### src/rtl/fetch_pkg.sv
// fetch_pkg: shared types and constants for the instruction fetch stage.
//   fetch_state_e : fetch FSM states (idle after reset, fetching, holding a
//                   buffered response, discarding a stale response).
//   NOP           : instruction word used to flush IF/ID.
//   OP_MSB/OP_LSB : opcode field bounds of a MIPS instruction.
//   JUMP_IDX_*    : bounds of the 26-bit J-type target index.
package fetch_pkg;

  typedef enum logic [1:0] {
    StIdle    = 2'd0,
    StFetch   = 2'd1,
    StHold    = 2'd2,
    StDiscard = 2'd3
  } fetch_state_e;

  localparam logic [31:0] NOP = 32'h0000_0000;

  localparam int unsigned OP_MSB = 31;
  localparam int unsigned OP_LSB = 26;

  localparam int unsigned JUMP_IDX_MSB = 25;
  localparam int unsigned JUMP_IDX_LSB = 0;

  // Opcode field of an instruction word, as seen by the main decoder.
  function automatic logic [5:0] opcode(input logic [31:0] instr);
    return instr[OP_MSB:OP_LSB];
  endfunction

endpackage

### src/rtl/fetch_skid_reg.sv
// fetch_skid_reg: one-entry buffer holding a fetched instruction and its PC+4
// when decode is stalled at the moment the memory response arrives.
//   clk_i, rst_ni       : clock, asynchronous active-low reset
//   load_i              : capture instr_i / pc_plus4_i and mark full
//   clear_i             : empty the buffer (wins over load_i)
//   instr_i, pc_plus4_i : entry to capture
//   instr_o, pc_plus4_o : buffered entry
//   full_o              : buffer holds a valid entry
module fetch_skid_reg #(
  parameter int unsigned Width = 32
) (
  input  logic             clk_i,
  input  logic             rst_ni,
  input  logic             load_i,
  input  logic             clear_i,
  input  logic [Width-1:0] instr_i,
  input  logic [Width-1:0] pc_plus4_i,
  output logic [Width-1:0] instr_o,
  output logic [Width-1:0] pc_plus4_o,
  output logic             full_o
);

  logic [Width-1:0] instr_q, instr_d;
  logic [Width-1:0] pc_plus4_q, pc_plus4_d;
  logic             full_q, full_d;

  always_comb begin
    instr_d    = instr_q;
    pc_plus4_d = pc_plus4_q;
    full_d     = full_q;
    if (clear_i) begin
      instr_d    = '0;
      pc_plus4_d = '0;
      full_d     = 1'b0;
    end else if (load_i) begin
      instr_d    = instr_i;
      pc_plus4_d = pc_plus4_i;
      full_d     = 1'b1;
    end
  end

  always_ff @(posedge clk_i or negedge rst_ni) begin
    if (!rst_ni) begin
      instr_q    <= '0;
      pc_plus4_q <= '0;
      full_q     <= 1'b0;
    end else begin
      instr_q    <= instr_d;
      pc_plus4_q <= pc_plus4_d;
      full_q     <= full_d;
    end
  end

  assign instr_o    = instr_q;
  assign pc_plus4_o = pc_plus4_q;
  assign full_o     = full_q;

endmodule

### src/rtl/fetch_stage.sv
// fetch_stage: instruction fetch stage plus IF/ID pipeline register.
// Holds the PC, issues requests to instruction memory over a ready
// handshake, applies branch/jump redirects and presents the fetched
// instruction with its PC+4 to decode.
//   clk, rst_n                : clock, asynchronous active-low reset
//   imemAddr, imemReq         : fetch request (address held while pending)
//   imemRdata, imemReady      : response data and completion strobe
//   stall                     : hazard unit holds IF/ID
//   branchTaken, branchTarget : EX-stage taken branch and its target
//   jumpId                    : decoder jump flag for the IF/ID instruction
//   instrId, pcPlus4Id        : IF/ID instruction and PC+4
//   validId                   : IF/ID holds a live instruction
module fetch_stage
  import fetch_pkg::*;
#(
  parameter int unsigned      WIDTH    = 32,
  parameter logic [WIDTH-1:0] RESET_PC = '0
) (
  input  logic             clk,
  input  logic             rst_n,
  output logic [WIDTH-1:0] imemAddr,
  output logic             imemReq,
  input  logic [WIDTH-1:0] imemRdata,
  input  logic             imemReady,
  input  logic             stall,
  input  logic             branchTaken,
  input  logic [WIDTH-1:0] branchTarget,
  input  logic             jumpId,
  output logic [WIDTH-1:0] instrId,
  output logic [WIDTH-1:0] pcPlus4Id,
  output logic             validId
);

  fetch_state_e     state_q, state_d;
  logic [WIDTH-1:0] pc_q, pc_d;
  logic [WIDTH-1:0] redirect_pc_q, redirect_pc_d;
  logic             req_q, req_d;
  logic [WIDTH-1:0] instr_q, instr_d;
  logic [WIDTH-1:0] pc4_id_q, pc4_id_d;
  logic             valid_q, valid_d;

  logic [WIDTH-1:0] pc_plus4;
  logic [WIDTH-1:0] jump_tgt;
  logic             jump_take;
  logic             redirect;
  logic [WIDTH-1:0] redirect_tgt;

  logic             skid_load, skid_clear, skid_full;
  logic [WIDTH-1:0] skid_instr, skid_pc4;

  assign pc_plus4 = pc_q + WIDTH'(4);
  assign jump_tgt = {pc4_id_q[WIDTH-1:28], instr_q[JUMP_IDX_MSB:JUMP_IDX_LSB], 2'b00};

  // A stalled jump is not acted on; decode re-presents it once the stall
  // clears, so the redirect happens exactly once.
  assign jump_take = jumpId & valid_q & ~stall;

  // The branch is older than the instruction in ID, so it wins.
  assign redirect     = branchTaken | jump_take;
  assign redirect_tgt = branchTaken ? branchTarget : jump_tgt;

  fetch_skid_reg #(
    .Width(WIDTH)
  ) u_skid (
    .clk_i      (clk),
    .rst_ni     (rst_n),
    .load_i     (skid_load),
    .clear_i    (skid_clear),
    .instr_i    (imemRdata),
    .pc_plus4_i (pc_plus4),
    .instr_o    (skid_instr),
    .pc_plus4_o (skid_pc4),
    .full_o     (skid_full)
  );

  // Fetch FSM and PC update.
  always_comb begin
    state_d       = state_q;
    pc_d          = pc_q;
    redirect_pc_d = redirect_pc_q;
    skid_load     = 1'b0;
    skid_clear    = 1'b0;
    unique case (state_q)
      StIdle: begin
        state_d = StFetch;
        if (branchTaken) pc_d = branchTarget;
      end
      StFetch: begin
        if (redirect) begin
          if (imemReady) begin
            pc_d = redirect_tgt;
          end else begin
            // Address must not move under a pending request; park the target.
            redirect_pc_d = redirect_tgt;
            state_d       = StDiscard;
          end
        end else if (imemReady) begin
          pc_d = pc_plus4;
          if (stall) begin
            skid_load = 1'b1;
            state_d   = StHold;
          end
        end
      end
      StHold: begin
        if (redirect) begin
          skid_clear = 1'b1;
          pc_d       = redirect_tgt;
          state_d    = StFetch;
        end else if (!stall) begin
          skid_clear = 1'b1;
          state_d    = StFetch;
        end
      end
      StDiscard: begin
        if (redirect) redirect_pc_d = redirect_tgt;
        if (imemReady) begin
          pc_d    = redirect ? redirect_tgt : redirect_pc_q;
          state_d = StFetch;
        end
      end
      default: state_d = StIdle;
    endcase
    req_d = (state_d == StFetch) || (state_d == StDiscard);
  end

  // IF/ID register: flush beats stall, stall beats load.
  always_comb begin
    instr_d  = instr_q;
    pc4_id_d = pc4_id_q;
    valid_d  = valid_q;
    if (redirect) begin
      instr_d = WIDTH'(NOP);
      valid_d = 1'b0;
    end else if (!stall) begin
      if (state_q == StFetch && imemReady) begin
        instr_d  = imemRdata;
        pc4_id_d = pc_plus4;
        valid_d  = 1'b1;
      end else if (state_q == StHold && skid_full) begin
        instr_d  = skid_instr;
        pc4_id_d = skid_pc4;
        valid_d  = 1'b1;
      end else begin
        instr_d = WIDTH'(NOP);
        valid_d = 1'b0;
      end
    end
  end

  always_ff @(posedge clk or negedge rst_n) begin
    if (!rst_n) begin
      state_q       <= StIdle;
      pc_q          <= RESET_PC;
      redirect_pc_q <= RESET_PC;
      req_q         <= 1'b0;
      instr_q       <= '0;
      pc4_id_q      <= '0;
      valid_q       <= 1'b0;
    end else begin
      state_q       <= state_d;
      pc_q          <= pc_d;
      redirect_pc_q <= redirect_pc_d;
      req_q         <= req_d;
      instr_q       <= instr_d;
      pc4_id_q      <= pc4_id_d;
      valid_q       <= valid_d;
    end
  end

  assign imemAddr  = pc_q;
  assign imemReq   = req_q;
  assign instrId   = instr_q;
  assign pcPlus4Id = pc4_id_q;
  assign validId   = valid_q;

endmodule
### config.mk
export PLATFORM = sky130hd
export DESIGN_NAME = fetch_stage
export DESIGN_NICKNAME = d
export VERILOG_FILES = /design/src/rtl/fetch_pkg.sv /design/src/rtl/fetch_skid_reg.sv /design/src/rtl/fetch_stage.sv
export SDC_FILE = /design/constraint.sdc
export NUM_CORES = 1
export LEC_CHECK = 0
export CAP_MARGIN = 20
export CELL_PAD_IN_SITES_DETAIL_PLACEMENT = 1
export CELL_PAD_IN_SITES_GLOBAL_PLACEMENT = 1
export CORE_MARGIN = 1
export CORE_UTILIZATION = 42
export CTS_CLUSTER_SIZE = 40
export DETAILED_ROUTE_END_ITERATION = 10
export GPL_TIMING_DRIVEN = 0
export PLACE_DENSITY = 0.92
export REMOVE_ABC_BUFFERS = 1
export SLEW_MARGIN = 10
export SYNTH_ARGS = -nofsm -noshare
export SYNTH_HDL_FRONTEND = slang
export SYNTH_HIERARCHICAL = 1
export SYNTH_SLANG_ARGS = --single-unit
export TNS_END_PERCENT = 50
### constraint.sdc
create_clock -name clk -period 2.85 [get_ports clk]
set_input_delay 0.57 -clock clk [delete_from_list [all_inputs] [get_ports clk]]
set_output_delay 0.57 -clock clk [all_outputs]
set_load 0.005 [all_outputs]
# Word level (Yosys, flattened, before mapping)
# Cells that the tools add are included.
[classes]
n_addsub = 1
eq_ne = 12
muxes = 43
bitwise = 5
reduce_logical = 10
[op_table]
columns = ["op", "count"]
rows = [
  ["32-bit two-way mux", 20],
  ["32-bit case mux with 4 select lines", 1],
  ["32-bit case mux with 2 select lines", 1],
  ["32-bit by 3-bit adder with 32-bit output, second input constant", 1],
  ["2-bit two-way mux", 7],
  ["1-bit two-way mux", 13],
  ["2-bit inequality test, second input constant", 6],
  ["2-bit case mux with 4 select lines", 1],
  ["2-bit equality test, second input constant", 3],
  ["3-bit AND reduction", 2],
  ["2-bit nonzero test", 3],
  ["2-bit by 1-bit equality test with 1-bit output, second input constant", 2],
  ["4-bit AND reduction", 1],
  ["1-bit AND", 2],
  ["1-bit logical AND", 2],
  ["2-bit logical NOT", 1],
  ["2-bit by 1-bit inequality test with 1-bit output, second input constant", 1],
  ["1-bit inverter", 2],
  ["1-bit logical OR", 1],
  ["1-bit bitwise OR", 1],
]
[word_totals]
ff_bits = 197
input_bits = 70
output_inout_bits = 98
word_cells = 81

# Depth between registers and ports, before layout
[depth]
ltp_word = 7
mapped_depth = 10
mapped_depth_nobuf = 7

# Cells and area by module
# Netlist, hierarchy kept.
[by_module_without_submodules]
columns = ["module", "n_inst", "cells_each", "area_per_inst_um2", "seq_area_each_um2"]
rows = [
  ["fetch_stage", 1, 932, 7945.1, 3303.2],
  ["fetch_skid_reg", 1, 209, 2637.5, 1626.6],
]

# Worst setup path after synthesis
# OpenSTA, ideal clock, no wires.
[synth_timing]
path_type = "input to register"
from = "input branchTaken"
to = "register u_skid.pc_plus4_q[18], in the netlist u_skid/pc_plus4_o[18]"
setup_ps = 132
arrival_time_ps = 2201
required_ps = 2718
path_slack_ps = 517
path_stages = 10
path_buffers = 5
cell_sequence = "buf_2 inv_1 clkbuf_1 clkbuf_1 nand2_1 nor2_1 buf_6 buf_8 mux2i_1 nor2_1"
[synth_via]
elab_chain_len = 4
elab_cells_between_ends = 7
cone_classes = "mux: 5; bitwise: 1; reduce/logical: 1"
[synth_lines]
columns = ["element", "line", "text"]
rows = [
  ["start: declaration", "fetch_stage.sv:26", "input logic branchTaken,"],
  ["1-bit bitwise OR", "fetch_stage.sv:59", "assign redirect = branchTaken | jump_take;"],
  ["1-bit two-way mux", "fetch_stage.sv:89", "if (redirect) begin"],
  ["1-bit two-way mux", "fetch_stage.sv:83", "unique case (state_q)"],
  ["via skid_load", "fetch_stage.sv:48", "logic skid_load, skid_clear, skid_full;"],
  ["2-bit nonzero test (no line)", "-", ""],
  ["end signal: assignment", "fetch_skid_reg.sv:49", "pc_plus4_q <= pc_plus4_d;"],
  ["end: declaration", "fetch_skid_reg.sv:24", "logic [Width-1:0] pc_plus4_q, pc_plus4_d;"],
]
# The timed path passes the listed nets, and every way through them passes these cells.
# A chain may end at the register's enable or synchronous reset.

# Worst setup path after layout
[layout_timing]
from = "register state_q[1]"
to = "register pc_q[13], in the netlist imemAddr[13]"
[layout_via]
elab_chain_len = 3
elab_cells_between_ends = 10
cone_classes = "eq/ne: 7; mux: 1; reduce/logical: 2"
[layout_lines]
columns = ["element", "line", "text"]
rows = [
  ["start: declaration", "fetch_stage.sv:34", "fetch_state_e state_q, state_d;"],
  ["start signal: assignment", "fetch_stage.sv:153", "state_q <= StIdle;"],
  ["start signal: assignment", "fetch_stage.sv:161", "state_q <= state_d;"],
  ["2-bit equality test, or another cell as far along", "fetch_stage.sv:83", ""],
  ["2-bit inequality test (no line)", "-", ""],
  ["4-bit AND reduction (no line)", "-", ""],
  ["end signal: assignment", "fetch_stage.sv:162", "pc_q <= pc_d;"],
  ["end: declaration", "fetch_stage.sv:35", "logic [WIDTH-1:0] pc_q, pc_d;"],
]
# Several ways; a longest one is shown, not always the timed one.

==> PnR_summary.wiki <==
{| class="wikitable"
! Metric !! Value
|-
| Count of flip-flops with a built-in enable after synthesis || 0
|-
| Setup slack after layout || 0.0288 ns
|-
| DR pass1 iterations || 6
|-
| Most used flip-flop cell after synthesis || dfrtp_1
|-
| Combined area of all synthesized cells || 10600 um^2
|-
| Worst path arrival time || 3.16 ns
|-
| Fill cell count || 2758
|-
| Post-detailed-placement half-perimeter wirelength || 24600 um
|-
| Number of input and output port buffers inserted || 167
|-
| Combined flip-flop and latch cell area || 4940 um^2
|-
| Cells after synthesis || 1141
|-
| Most crowded layer after global routing || met2
|-
| Footprint of the multi-input gates || 5290 um^2
|-
| Minimum clock period || 2.82 ns
|-
| Top-count cell post-synth || dfrtp_1
|-
| Worst Skew || 0.0164 ns
|-
| Power Dens Cells || 673 nW/um^2
|-
| Critical Path Max Stage Delay || 0.84 ns
|-
| Vias in the first global route || 10900
|-
| Slew HR || 27.3%
|-
| Critical Path RT || 3.19 ns
|-
| Residual DRC || 0
|-
| Largest net degree at the start of global routing || 102
|-
| Number of distinct library cells after synthesis || 65
|-
| Hold/Removal Path Class || input pin to async pin
|-
| Met1 global-route usage || 38.4%
|-
| Full die area || 25800 um^2
|-
| Met3 track demand over resource || 6.64%
|-
| Clock latency on the worst-skew pair || 0.46 ns
|-
| Post-synth top area share || 46.6%
|-
| CTS tree || done
|-
| Post-synthesis sequential area ratio || 46.6%
|-
| Cell Chain, Critical Path || nor2b_1 > nand3_1 > o22ai_1 > a211oi_1 > a21o_1
|-
| Total overflow reported by the global router || 0
|-
| Height of the die || 161 um
|-
| Critical Path Slowest Stage Cell || nor2b_1
|-
| Leakage power figure || 5.54 nW
|-
| Top-Level Pins || 168
|-
| Outcome || completed
|-
| Flop and latch count out of synthesis || 197
|-
| Setup Viol. Count Final || 0
|-
| Number of vias per cell after detailed routing || 6.53
|-
| Max Root-Sink Buffers || 2
|-
| Number of antenna violations at the first check in global routing || 0
|-
| Number of warnings reported in the yosys synthesis log || 6
|-
| Weighted congestion at the end of routability-driven global placement || 0.850
|-
| CTS sink count || 197
|-
| Area of the placeable core || 24500 um^2
|-
| Portion of the clock cycle consumed by the worst path in the final layout || 99.0%
|-
| Number of placement rows || 57
|-
| Max-cap violations || 0
|-
| Reg clk slew, reported paths || 0.07 ns
|-
| Share of synthesized registers carrying an async set or reset || 100%
|-
| Antenna viol nets, final || 0
|-
| Critical path start-end classification || flip-flop to flip-flop
|-
| Wire per inst || 25.7 um
|-
| Number of H-tree branching levels || 4
|-
| Final Hold Violating Endpoints || 0
|-
| CP max FO || 35
|-
| Via count || 10500
|-
| Pre-CTS setup slack || -1.50 ns
|-
| WL final || 41100 um
|-
| Peak supply drop || 0.000339 V
|-
| Initial core utilization || 43.1%
|-
| Number of nets in the final layout || 1336
|-
| Hold-fix buffers at CTS || 0
|-
| Met2 Usage GRT || 51.3%
|-
| Root buffer selected by CTS || clkbuf_16
|-
| Achievable clock frequency || 354 MHz
|-
| Sort of element at the start of the critical path || flip-flop
|-
| End-of-flow core utilization || 54.4%
|-
| Final total negative setup slack || 0 ns
|-
| 1st-iter DRT viols || 1052
|-
| Crit. End Element || flip-flop
|-
| Leading cell types by count after synthesis || dfrtp_1 (197), nand2_1 (153), o21ai_0 (124)
|-
| Area Growth Syn to Fin || 26.1%
|-
| Average size of a mapped cell || 9.27 um^2
|-
| Die Span X || 161 um
|-
| Count of pins over their slew limit || 0
|-
| Slew at the pin with the worst max-slew slack || 1.09 ns
|-
| Global-route wire length before repair || 62300 um
|-
| Cell type contributing the most total cell area after synthesis || dfrtp_1
|-
| TritonCTS Buffers || 17
|-
| Global-route usage over all layers || 31.2%
|-
| Cell types occupying the most area after synthesis || dfrtp_1 (47%), mux2i_1 (12%), o21ai_0 (5.9%)
|-
| Share of cells above drive strength 1 || 8.22%
|}
per-layer routing:
layer	wire length [um]	part of all wire, %
met5	0	0
met4	1920	4.7
met3	3550	8.6
met2	19400	47
met1	16200	39
layout by cell type (no fill, tap or decap), types with 6 or more instances in the layout:
cell type,instances
a211oi_1,9
a21boi_0,11
a21oi_1,49
a221o_1,10
a31oi_1,12
a32o_1,6
and3_1,11
and4_1,7
buf_16,9
buf_4,13
clkbuf_16,17
clkdlybuf4s50_1,163
dfrtp_1,193
inv_1,13
mux2i_1,123
nand2_1,151
nand2b_1,9
nand3_1,27
nand4_1,15
nor2_1,102
nor3_1,23
nor3b_1,6
o21ai_0,124
o22ai_1,6
o311ai_0,10
o31ai_1,6
or2_2,8
or3_1,6
xnor2_1,13
xor2_1,6
power breakdown:
| part | total, mW | internal (mW) | switching, mW |
|---|---|---|---|
| registers | 4.11 | 3.46 | 0.643 |
| clock network | 2.38 | 1.19 | 1.18 |
| logic | 2.51 | 1.24 | 1.27 |
| total | 8.99 | 5.90 | 3.09 |
critical path, delay by kind of cell, from the launching register on:
kind	cells	cell delay [ns]
AOI/OAI and AO/OA	3	0.62
DFF	1	0.73
and+or+nand+nor	2	1.34
layout make-up:
cell class              count  area share, %
diodes                      1         0.0187
clock buffers              22           3.55
clock inverters             9          0.525
inverters                  15          0.450
multi-input cells         839           39.6
flip-flops and latches    197           37.0
well taps                 324           3.04
repair buffers            194           15.8
repair inverters            1         0.0375
per-stage QoR:
step / instance area (um^2) / hold WS [ns] / instances / total power [mW]
6_report: 13300 / 0.149 / 1602 / 8.99
3_5_place_dp: 12600 / 0.470 / 1553 / 6.47
2_1_floorplan: 10100 / 0.274 / 1047 / 5.09
5_1_grt: 13300 / 0.210 / 1601 / 9.36
4_1_cts: 13300 / 0.184 / 1596 / 8.84
3_3_place_gp: 12200 / 0.462 / 1538 / 6.27
path summary, 6_finish.rpt:
kind	slack (ns)	from	endpoint	cells past startpoint
min in group clk	0.48	pcPlus4Id[10]	pcPlus4Id[10]	2
hold / removal	0.15	rst_n	instrId[31]	1
max in group asynchronous	1.59	rst_n	state_q[1]	2
setup / recovery	0.03	state_q[1]	imemAddr[13]	5
setup reg to reg	0.03	state_q[1]	imemAddr[13]	5
hold reg to reg	0.48	pcPlus4Id[10]	pcPlus4Id[10]	2
repair_timing:
item,CTS,global route
cloned,4,1
setup buffers,8,3
gates resized for setup,11,10
setup endpoints to repair,188,21
pin swaps,3,1
cells by family after synthesis:
| family | after synthesis | synth area share (%) |
|---|---|---|
| multiplexers | 126 | 12.0 |
| XOR/XNOR | 19 | 1.57 |
| adder cells (fa/ha/maj) | 1 | 0.118 |
| flip-flops | 197 | 46.6 |
| AO/OA/AOI/OAI | 290 | 17.1 |
| AND/OR/NAND/NOR | 399 | 17.6 |
| buffers and inverters | 109 | 5.07 |
registers in the layout, indices dropped and copies added (netlist names):
name,count
imemAddr,32
instrId,32
pcPlus4Id,32
redirect_pc_q,32
u_skid/instr_o,32
u_skid/pc_plus4_o,32
state_q,2
imemReq,1
u_skid/full_o,1
validId,1
Power figures use the tool's default switching activity.
